[src/rtl/ring_pkg.sv]
// ---------------------------------------------------------------------------
// ring_pkg
//   Shared definitions for consumers of the 4-phase one-hot ring counter.
//   Phase order: PH0 (0001) -> PH1 (0010) -> PH2 (0100) -> PH3 (1000) -> PH0.
//
//   Contents:
//     PH0..PH3        phase encodings
//     ph_class_e      classification of one sample against the last
//                     accepted phase (NOHOT / HOLD / ADV / JUMP)
//     rotl4()         one-step rotate-left, i.e. the legal successor phase
//     onehot4_valid() true when exactly one bit of a 4-bit vector is set
//     onehot4_idx()   binary index of a one-hot vector (0 for non-one-hot)
// ---------------------------------------------------------------------------
package ring_pkg;

  localparam logic [3:0] PH0 = 4'b0001;
  localparam logic [3:0] PH1 = 4'b0010;
  localparam logic [3:0] PH2 = 4'b0100;
  localparam logic [3:0] PH3 = 4'b1000;

  // Sample classes. NOHOT takes precedence over the others: a vector that
  // is not one-hot is never compared against the previous phase.
  typedef enum logic [1:0] {
    NOHOT = 2'd0,
    HOLD  = 2'd1,
    ADV   = 2'd2,
    JUMP  = 2'd3
  } ph_class_e;

  // Legal successor of a phase: bit 3 wraps around into bit 0.
  function automatic logic [3:0] rotl4(input logic [3:0] v);
    return {v[2:0], v[3]};
  endfunction

  // Exactly one bit set: non-zero, and clearing the lowest set bit
  // leaves nothing behind.
  function automatic logic onehot4_valid(input logic [3:0] v);
    return (v != 4'b0000) && ((v & (v - 4'd1)) == 4'b0000);
  endfunction

  // Binary index of a one-hot vector. Non-one-hot inputs map to 0; callers
  // only use the result when the vector has already been validated.
  function automatic logic [1:0] onehot4_idx(input logic [3:0] v);
    logic [1:0] idx;
    idx = 2'd0;
    unique case (v)
      PH0:     idx = 2'd0;
      PH1:     idx = 2'd1;
      PH2:     idx = 2'd2;
      PH3:     idx = 2'd3;
      default: idx = 2'd0;
    endcase
    return idx;
  endfunction

endpackage

[src/rtl/ring_phase_classify.sv]
// ---------------------------------------------------------------------------
// ring_phase_classify
//   Purely combinational classifier for one ring-counter sample.
//
//   Ports:
//     ph_i    [3:0]  current sample from the ring counter
//     prev_i  [3:0]  last accepted phase (always one-hot)
//     cls_o          sample class: NOHOT / HOLD / ADV / JUMP
//     idx_o   [1:0]  binary index of ph_i (meaningful only when one-hot)
// ---------------------------------------------------------------------------
module ring_phase_classify
  import ring_pkg::*;
(
  input  logic [3:0] ph_i,
  input  logic [3:0] prev_i,
  output ph_class_e  cls_o,
  output logic [1:0] idx_o
);

  logic ph_onehot;

  always_comb begin
    ph_onehot = onehot4_valid(ph_i);
    cls_o     = NOHOT;
    if (!ph_onehot) begin
      cls_o = NOHOT;
    end else if (ph_i == prev_i) begin
      cls_o = HOLD;
    end else if (ph_i == rotl4(prev_i)) begin
      cls_o = ADV;
    end else begin
      cls_o = JUMP;
    end
  end

  always_comb begin
    idx_o = onehot4_idx(ph_i);
  end

endmodule

[src/rtl/ring_phase_monitor.sv]
// ---------------------------------------------------------------------------
// ring_phase_monitor
//   Checked, decoded view of a 4-phase one-hot ring sequencer. Every rising
//   edge samples PH (no input register) and compares it with the last
//   accepted phase. All outputs are registered, so each reflects the sample
//   taken at the previous rising edge.
//
//   Parameters:
//     CNT_W         width of the revolution counter
//     STALL_CYCLES  consecutive HOLD samples before STALL asserts (>= 1)
//
//   Ports:
//     CLK       clock, all state changes on the rising edge
//     RST       synchronous reset, active low; beats every other input
//     PH        [3:0] phase vector, bit i = phase i
//     CLR       synchronous clear of ERR, REV_CNT and REV_WRAP
//     PH_IDX    [1:0] binary index of the last accepted phase
//     VALID     a legal phase has been accepted since reset
//     REV_CNT   [CNT_W-1:0] completed revolutions (PH3 -> PH0 steps), modulo
//     REV_WRAP  single-cycle pulse when REV_CNT wraps from all-ones to 0
//     ERR       sticky: a NOHOT sample, or a JUMP while synchronised
//     STALL     level: phase has held for >= STALL_CYCLES samples
//
//   Operating modes (tracked by VALID):
//     VALID=0  synchronising: the first one-hot sample is accepted as-is.
//              NOHOT samples raise ERR and keep the block unsynchronised.
//     VALID=1  tracking: HOLD runs the stall timer, ADV moves forward (and
//              counts a revolution on PH3 -> PH0), JUMP raises ERR and
//              resynchronises to the new phase, NOHOT raises ERR and is
//              otherwise ignored.
// ---------------------------------------------------------------------------
module ring_phase_monitor
  import ring_pkg::*;
#(
  parameter int CNT_W        = 8,
  parameter int STALL_CYCLES = 16
) (
  input  logic             CLK,
  input  logic             RST,
  input  logic [3:0]       PH,
  input  logic             CLR,
  output logic [1:0]       PH_IDX,
  output logic             VALID,
  output logic [CNT_W-1:0] REV_CNT,
  output logic             REV_WRAP,
  output logic             ERR,
  output logic             STALL
);

  // Timer just wide enough to hold STALL_CYCLES; it saturates there.
  localparam int TIMER_W = $clog2(STALL_CYCLES + 1);
  localparam logic [TIMER_W-1:0] STALL_MAX = TIMER_W'(STALL_CYCLES);

  // -------------------------------------------------------------------------
  // State
  // -------------------------------------------------------------------------
  logic [3:0]         prev_q,     prev_d;
  logic [1:0]         ph_idx_q,   ph_idx_d;
  logic               valid_q,    valid_d;
  logic [CNT_W-1:0]   rev_cnt_q,  rev_cnt_d;
  logic               rev_wrap_q, rev_wrap_d;
  logic               err_q,      err_d;
  logic               stall_q,    stall_d;
  logic [TIMER_W-1:0] timer_q,    timer_d;

  // -------------------------------------------------------------------------
  // Sample classification
  // -------------------------------------------------------------------------
  ph_class_e  sample_cls;
  logic [1:0] sample_idx;

  ring_phase_classify u_classify (
    .ph_i   (PH),
    .prev_i (prev_q),
    .cls_o  (sample_cls),
    .idx_o  (sample_idx)
  );

  // -------------------------------------------------------------------------
  // Next-state logic
  // -------------------------------------------------------------------------
  logic err_set;   // this sample is an error (NOHOT, or JUMP while synced)
  logic rev_inc;   // this sample completes a revolution (PH3 -> PH0 ADV)

  always_comb begin
    prev_d     = prev_q;
    ph_idx_d   = ph_idx_q;
    valid_d    = valid_q;
    rev_cnt_d  = rev_cnt_q;
    rev_wrap_d = 1'b0;           // pulse: only high for the wrapping cycle
    err_d      = err_q;
    stall_d    = stall_q;
    timer_d    = timer_q;
    err_set    = 1'b0;
    rev_inc    = 1'b0;

    if (!valid_q) begin
      // Synchronising: any one-hot sample is taken as the starting phase,
      // whether or not it follows the reset value of prev.
      if (sample_cls == NOHOT) begin
        err_set = 1'b1;
      end else begin
        prev_d   = PH;
        ph_idx_d = sample_idx;
        valid_d  = 1'b1;
        timer_d  = '0;
        stall_d  = 1'b0;
      end
    end else begin
      unique case (sample_cls)
        HOLD: begin
          if (timer_q != STALL_MAX) begin
            timer_d = timer_q + TIMER_W'(1);
          end
          stall_d = (timer_d == STALL_MAX);
        end
        ADV: begin
          prev_d   = PH;
          ph_idx_d = sample_idx;
          timer_d  = '0;
          stall_d  = 1'b0;
          rev_inc  = (prev_q == PH3) && (PH == PH0);
        end
        JUMP: begin
          // Resynchronise to the new phase so tracking can continue.
          err_set  = 1'b1;
          prev_d   = PH;
          ph_idx_d = sample_idx;
          timer_d  = '0;
          stall_d  = 1'b0;
        end
        NOHOT: begin
          // Discard the sample entirely; only the error is recorded.
          err_set = 1'b1;
        end
        default: begin
          err_set = 1'b1;
        end
      endcase
    end

    if (rev_inc) begin
      rev_cnt_d  = rev_cnt_q + CNT_W'(1);
      rev_wrap_d = &rev_cnt_q;
    end

    // CLR beats a coincident revolution, but a coincident error still
    // leaves ERR set so it cannot be lost by a badly timed clear.
    if (CLR) begin
      rev_cnt_d  = '0;
      rev_wrap_d = 1'b0;
      err_d      = 1'b0;
    end

    if (err_set) begin
      err_d = 1'b1;
    end
  end

  // -------------------------------------------------------------------------
  // Registers
  // -------------------------------------------------------------------------
  always_ff @(posedge CLK) begin
    if (!RST) begin
      prev_q     <= PH0;
      ph_idx_q   <= 2'd0;
      valid_q    <= 1'b0;
      rev_cnt_q  <= '0;
      rev_wrap_q <= 1'b0;
      err_q      <= 1'b0;
      stall_q    <= 1'b0;
      timer_q    <= '0;
    end else begin
      prev_q     <= prev_d;
      ph_idx_q   <= ph_idx_d;
      valid_q    <= valid_d;
      rev_cnt_q  <= rev_cnt_d;
      rev_wrap_q <= rev_wrap_d;
      err_q      <= err_d;
      stall_q    <= stall_d;
      timer_q    <= timer_d;
    end
  end

  // -------------------------------------------------------------------------
  // Outputs
  // -------------------------------------------------------------------------
  assign PH_IDX   = ph_idx_q;
  assign VALID    = valid_q;
  assign REV_CNT  = rev_cnt_q;
  assign REV_WRAP = rev_wrap_q;
  assign ERR      = err_q;
  assign STALL    = stall_q;

endmodule
[config.mk]
export PLATFORM = sky130hd
export DESIGN_NAME = ring_phase_monitor
export DESIGN_NICKNAME = d
export VERILOG_FILES = /design/src/rtl/ring_pkg.sv /design/src/rtl/ring_phase_classify.sv /design/src/rtl/ring_phase_monitor.sv
export SDC_FILE = /design/constraint.sdc
export NUM_CORES = 1
export LEC_CHECK = 0
export CAP_MARGIN = 5
export CORE_MARGIN = 2
export CORE_UTILIZATION = 52
export CTS_BUF_LIST = sky130_fd_sc_hd__clkbuf_4 sky130_fd_sc_hd__clkbuf_8 sky130_fd_sc_hd__clkbuf_16
export DETAILED_ROUTE_END_ITERATION = 10
export HOLD_SLACK_MARGIN = 0.03
export PLACE_DENSITY = 0.78
export SKIP_CTS_REPAIR_TIMING = 1
export SLEW_MARGIN = 20
export SYNTH_ARGS = -nofsm -noshare
export SYNTH_HDL_FRONTEND = slang
export SYNTH_SLANG_ARGS = --single-unit
[constraint.sdc]
create_clock -name CLK -period 4.8 [get_ports CLK]
set_input_delay 0.48 -clock CLK [delete_from_list [all_inputs] [get_ports CLK]]
set_output_delay 0.48 -clock CLK [all_outputs]
set_load 0.005 [all_outputs]
==> impl_metrics.csv, run 1 <==
group,metric,value,unit
run_status,status,"complete, no violations",
grt,grt_pass1_wl,4130,um
detailed_routing,drtPass1Iterations,4,
layout,n_antenna_cell,0,
timing,hold_viol_final,0,
layout,layout.nets,190,
power,netSwitchingPower,0.000108,W
place,io_buffers,20,
power,switching_share,29.2,%
clock_network,clock_latency,310,ps
logic_synthesis,ys_warn_count,0,
detailed_routing,vias,1170,
timing,tightest_slew,630,ps
grt,grt_remaining_overflow,0,
die,start_util,54.5,%
timing,final.min_clock_period,2730,ps
logic_synthesis,synth_flop_cell,"dfxtp_1",
detailed_routing,wirelength,2580,um
detailed_routing,ant_nets,0,
die,die-area,3020,um^2
logic_synthesis,avgSynthCellArea,8.39,um^2
layout,fin_util,62.7,%
timing,fin_tns_setup,0,ps
clock_network,cts.clk_slew.worst_paths,130,ps
die,die_h,55.0,um
logic_synthesis,seq_area_frac_synth,34.1,%
setup_path,cp_slowest_cell,"clkdlybuf4s50_1",
run,max-cap-violations,0,
detailed_routing,vias_per_cell,5.68,
layout,final_common_cell,"dfxtp_1",
logic_synthesis,synth_edf_count,0,
timing,worst_slack,2070,ps
timing,slew_violations,0,
setup_path,cp_max_fo,10,
worst_hold_path,holdCritPathClass,"reg2reg",
timing,fmax,366,MHz
power,p_clk_share,24.8,%
power,p_leak,0.579,nW
grt,grtUsageTotal,18.7,%
logic_synthesis,yosys.cell_types.count,32,
setup_path,worst_setup_path_start_kind,"input pin",
setup_path,critPathRequiredTime,5050,ps
logic_synthesis,synth_xor_xnor_area_share,12.3,%
grt,grt_pass1_vias,965,
logic_synthesis,synth_compound_area_share,10.7,%
setup_path,criticalPathCategory,"in2reg",
setup_path,crit_arrival,2980,ps
setup_path,path_cells,"clkdlybuf4s50_1 > xnor2_1 > nand4_1 > nand2_1 > nand2_1 > ha_1 > nor2b_1 > a2111oi_0 > nand4_1 > a31oi_1",
clock_network,cts_max_path_buffers,2,
layout,final_cell_mix,"23 x dfxtp_1, 20 x nand2_1, 20 x clkdlybuf4s50_1",
die,num_rows,18,
detailed_routing,drc,0,
logic_synthesis,synth_seq_cells,23,
grt,grt_max_degree,14,
clock_network,cts-buffers-inserted,3,
timing,rsz0062_at_grt,"no",
layout,final_layout_size_suffix_gt1_share,4.55,%
grt,antenna_found_initial,0,
die,core,2480,um^2
clock_network,cts_tree,"done",
layout,syn_to_final_growth,15.0,%
clock_network,clockRootBuffer,"clkbuf_4",
setup_path,end_kind,"flip-flop",
logic_synthesis,synthAdderAreaFrac,5.56,%
logic_synthesis,synth_top_family_by_area,"simple AND/OR/NAND/NOR gates",
place,placed_cells,202,
power,power_frac_seq,55.7,%
timing,timing.final.crit_share,56.9,%
clock_network,h-tree-depth,1,
logic_synthesis,synthMuxAreaShare,3.71,%
logic_synthesis,syn-cell-area,1350,um^2
die,ios,21,
place,gp_congestion,0.875,
power,ir_worst_vdd,0.000154,V
setup_path,cpPeakStageDelay,690,ps
logic_synthesis,synth_fp_nets,174,
logic_synthesis,async_flop_share,0,%
power,power_frac_comb,19.4,%
timing,relSlewSlack,57.9,%
power,p_int,0.000263,W
timing,setup_viol,0,
layout,final_cells,206,
setup_path,crit_family,"simple AND/OR/NAND/NOR gates",
logic_synthesis,synthCells,161,
place,dp_hpwl,1930,um
power,power_density,239,nW/um^2
die,die_w,55.0,um
detailed_routing,drtIter0Drc,25,
setup_path,path_buf_inv,1,
clock_network,clock-sinks,23,
logic_synthesis,synth-simple-area-share,26.8,%
place,pre_cts_ws,1750,ps
detailed_routing,post_drt_wl_per_cell,12.5,um
timing,clock_skew,1.58,ps
worst paths after layout:
path / endpoint / startpoint / cells past startpoint / slack [ps]
max: STALL / PH[2] / 10 / 2070
min reg2reg: PH_IDX[1] / PH_IDX[1] / 2 / 460
max reg2reg: STALL / prev_q[2] / 9 / 2520
min: PH_IDX[1] / PH_IDX[1] / 2 / 460
worst min-delay path, cell delays in order (launching register included):
cell	delay [ps]
dfxtp_1	330
nand2_1	50
a21oi_1	50
flip-flops by register name, summed over array words and instances (netlist names):
register,count
STALL,1
timer_q,5
prev_q,4
VALID,1
ERR,1
PH_IDX,2
REV_CNT,8
REV_WRAP,1
cells in the mapped netlist, types with 2 or more instances:
cell      instances  area share (%)
clkbuf_1          3            0.83
nand3_1           6             2.2
inv_1             8             2.2
ha_1              6             5.6
buf_2             2            0.74
buf_6             3             2.5
o21ai_0           5             1.9
nor4b_1           2             1.3
nor2_1           19             5.3
xor2_1           11             7.1
and3_1            3             1.4
a21oi_1           5             1.9
mux2i_1           5             3.7
nand3b_1          3             1.7
or4_1             2             1.1
nand2_1          20             5.6
nand4_1          10             4.6
dfxtp_1          23              34
a31oi_1           4             1.9
xnor2_1           8             5.2
nor4_1            2            0.93
per-stage QoR:
step | hold slack, ps | cell area [um^2] | power (W)
final | 461 | 1550 | 0.000371
after global routing | 492 | 1550 | 0.000392
after CTS | 465 | 1550 | 0.000375
after detailed placement | 447 | 1530 | 0.000283
after global placement | 439 | 1530 | 0.000280
after floorplan | 448 | 1350 | 0.000265
metal layers:
metal	routed length [um]	global-route usage (%)	up-vias
met4	12	4.88	0
met2	1270	31.9	27
li1	-	-	591
met5	0	0	-
met3	95	3.23	2
met1	1200	24.3	550
layout make-up:
cell class	count	area, um^2
clock inverter	1	5.00
clock buffer	3	22.5
inverter	8	30.0
fill	242	925
tap	30	37.5
multi-input combinational	121	797
timing repair buffer	20	200
sequential	23	460
cells by family after synthesis:
logic type / after synthesis
DFF: 23
AOI/OAI and AO/OA: 20
and+or+nand+nor: 71
buffers and inverters: 17
muxes: 5
adders and majority gates: 6
xor gates and xnor gates: 19
power groups by stage:
stage / Combinational, W / Sequential [W] / Clock [W]
global placement: 0.0000701 / 0.000210 / 0
global route: 0.0000809 / 0.000208 / 0.000103
CTS: 0.0000723 / 0.000207 / 0.0000958
floorplan: 0.0000557 / 0.000209 / 0
detailed placement: 0.0000718 / 0.000211 / 0
finish: 0.0000720 / 0.000207 / 0.0000921
Note: power is estimated with default switching activity, not from simulation.
==> inputs of run 2 (changes only) <==
--- a/config.mk
+++ b/config.mk
@@ -7,11 +7,11 @@
 export LEC_CHECK = 0
 export CAP_MARGIN = 5
 export CORE_MARGIN = 2
-export CORE_UTILIZATION = 52
+export CORE_UTILIZATION = 47
 export CTS_BUF_LIST = sky130_fd_sc_hd__clkbuf_4 sky130_fd_sc_hd__clkbuf_8 sky130_fd_sc_hd__clkbuf_16
 export DETAILED_ROUTE_END_ITERATION = 10
 export HOLD_SLACK_MARGIN = 0.03
-export PLACE_DENSITY = 0.78
+export PLACE_DENSITY = 0.74
 export SKIP_CTS_REPAIR_TIMING = 1
 export SLEW_MARGIN = 20
 export SYNTH_ARGS = -nofsm -noshare
==> constraint.sdc (replaced) <==
create_clock -name CLK -period 2.5 [get_ports CLK]
set_input_delay 0.25 -clock CLK [delete_from_list [all_inputs] [get_ports CLK]]
set_output_delay 0.25 -clock CLK [all_outputs]
set_load 0.005 [all_outputs]
==> impl_metrics.csv, run 2 (synthesis results as in run 1) <==
group,metric,value,unit
die,die_h,57.6,um
run,max-cap-violations,0,
worst_hold_path,hold_depth,2,
grt,grt_pass1_wl,4900,um
detailed_routing,drtPass1Iterations,4,
timing,fmax,440,MHz
grt,grt_max_degree,14,
place,gp_congestion,0.827,
timing,hold_viol_final,0,
layout,fin_util,61.2,%
layout,fillers,247,
timing,rsz0062_at_grt,"no",
grt,grt_remaining_overflow,0,
layout,n_antenna_cell,0,
die,core,2730,um^2
worst_hold_path,holdCritPathClass,"reg2reg",
setup_path,end_kind,"flip-flop",
power,switching_share,28.8,%
die,num_rows,19,
detailed_routing,drtIter0Drc,53,
timing,relSlewSlack,72.8,%
setup_path,ff2ff_path_depth,11,
timing,setup_viol,0,
setup_path,critPathRequiredTime,2760,ps
timing,slew_violations,0,
layout,final_cell_mix,"23 x dfxtp_1, 20 x nand2_1, 20 x clkdlybuf4s50_1",
layout,layout.nets,206,
detailed_routing,post_drt_wl_per_cell,12.7,um
clock_network,h-tree-depth,1,
setup_path,worst_setup_path_start_kind,"input pin",
die,start_util,49.4,%
layout,largest_reg_flops,8,
power,p_int,0.000531,W
grt,antenna_found_initial,0,
timing,clock_skew,1.03,ps
timing,final.min_clock_period,2270,ps
clock_network,clock-sinks,23,
layout,final_layout_size_suffix_gt1_share,12.5,%
power,p_clk_share,23.5,%
place,io_buffers,20,
clock_network,cts_max_path_buffers,2,
power,power_density,445,nW/um^2
die,die_w,57.6,um
power,netSwitchingPower,0.000214,W
power,p_total,0.000745,W
grt,met3_usage,4.99,%
setup_path,path_cells,"clkdlybuf4s50_1 > nor4b_1 > a211o_2 > nand2_1 > ha_1 > nor2_1 > a31oi_4 > or4_1 > a21oi_1",
die,die-area,3320,um^2
worst_hold_path,holdPathEnd,"PH_IDX[1]",
layout,final_common_cell,"dfxtp_1",
setup_path,cp_max_fo,7,
setup_path,regToRegEndpoint,"REV_CNT[3]",
place,dp_hpwl,2200,um
power,power_frac_comb,23.1,%
clock_network,cts-buffers-inserted,3,
clock_network,cts.clk_slew.worst_paths,130,ps
detailed_routing,drc,0,
clock_network,clock_latency,310,ps
clock_network,clockRootBuffer,"clkbuf_4",
timing,timing.final.crit_share,91.0,%
grt,grtUsageTotal,18.7,%
setup_path,criticalPathCategory,"in2reg",
grt,grt_most_used_layer,"met2",
setup_path,cp_slowest_cell,"clkdlybuf4s50_1",
power,ir_worst_vdd,0.000386,V
die,ios,21,
worst_hold_path,hp-start,"PH_IDX[1]",
detailed_routing,ant_nets,0,
detailed_routing,vias,1216,
power,power_frac_seq,53.4,%
detailed_routing,vias_per_cell,5.45,
grt,grt_pass1_vias,1110,
setup_path,reg2reg_from,"prev_q[3]",
setup_path,cpPeakStageDelay,570,ps
setup_path,regToRegSetupSlack,430,ps
setup_path,crit_arrival,2530,ps
timing,tightest_slew,398,ps
clock_network,cts_tree,"done",
grt,met2_usage,32.5,%
layout,syn_to_final_growth,24.0,%
detailed_routing,wirelength,2830,um
run_status,status,"complete, no violations",
grt,grt_use_met1,22.3,%
power,p_leak,0.658,nW
-- run 2: cell count changes in the layout (fill, tap and decap cells not counted), sizes merged --
cell  delta
buf     +16
-- run 2: worst max path at each step --
stage	from	cells after the start	end	slack, ps
3_3_place_gp	PH[1]	9	PH_IDX[1]	-80
3_5_place_dp	PH[0]	9	PH_IDX[1]	-100
5_1_grt	PH[1]	9	PH_IDX[0]	50
4_1_cts	PH[1]	9	PH_IDX[0]	240
6_report	PH[1]	9	PH_IDX[1]	230
2_1_floorplan	PH[2]	11	STALL	400
-- run 2: cell type report --
type | instances | area, um^2 | area share, %
clock buffers | 3 | 22.5 | 1.35
clock inverters | 1 | 5.00 | 0.299
inverters | 8 | 30.0 | 1.79
multi-input cells | 121 | 797 | 47.6
flip-flops and latches | 23 | 460 | 27.5
well taps | 31 | 38.8 | 2.32
repair buffers | 36 | 320 | 19.1
-- run 2: per-layer routing --
metal | share of wire, % | vias to the layer above
met5 | 0 | -
met4 | 0.96 | 0
met3 | 3.4 | 4
met2 | 51 | 22
met1 | 45 | 569
li1 | - | 621
-- run 2: per-stage QoR --
step	instances	setup WS, ps	cell area (um^2)	hold WS (ps)	setup TNS [ps]
global route	223	52.1	1670	481	0
global placement	219	-82.8	1650	445	-185
detailed placement	219	-101	1650	446	-770
finish	223	226	1670	460	0
floorplan	161	400	1350	312	0
CTS	223	244	1670	463	0
-- run 2: critical path, delay by kind of cell --
kind,cells,cell delay (ps)
compound gates,3,390
buf+inv,1,570
simple gates,4,1120
fa+ha+maj,1,200
-- run 2: power groups by stage --
stage | clock network [W] | logic [W] | registers (W)
floorplan | 0 | 0.000107 | 0.000402
global placement | 0 | 0.000169 | 0.000405
detailed placement | 0 | 0.000173 | 0.000406
CTS | 0.000182 | 0.000174 | 0.000398
global route | 0.000192 | 0.000192 | 0.000400
finish | 0.000175 | 0.000172 | 0.000398
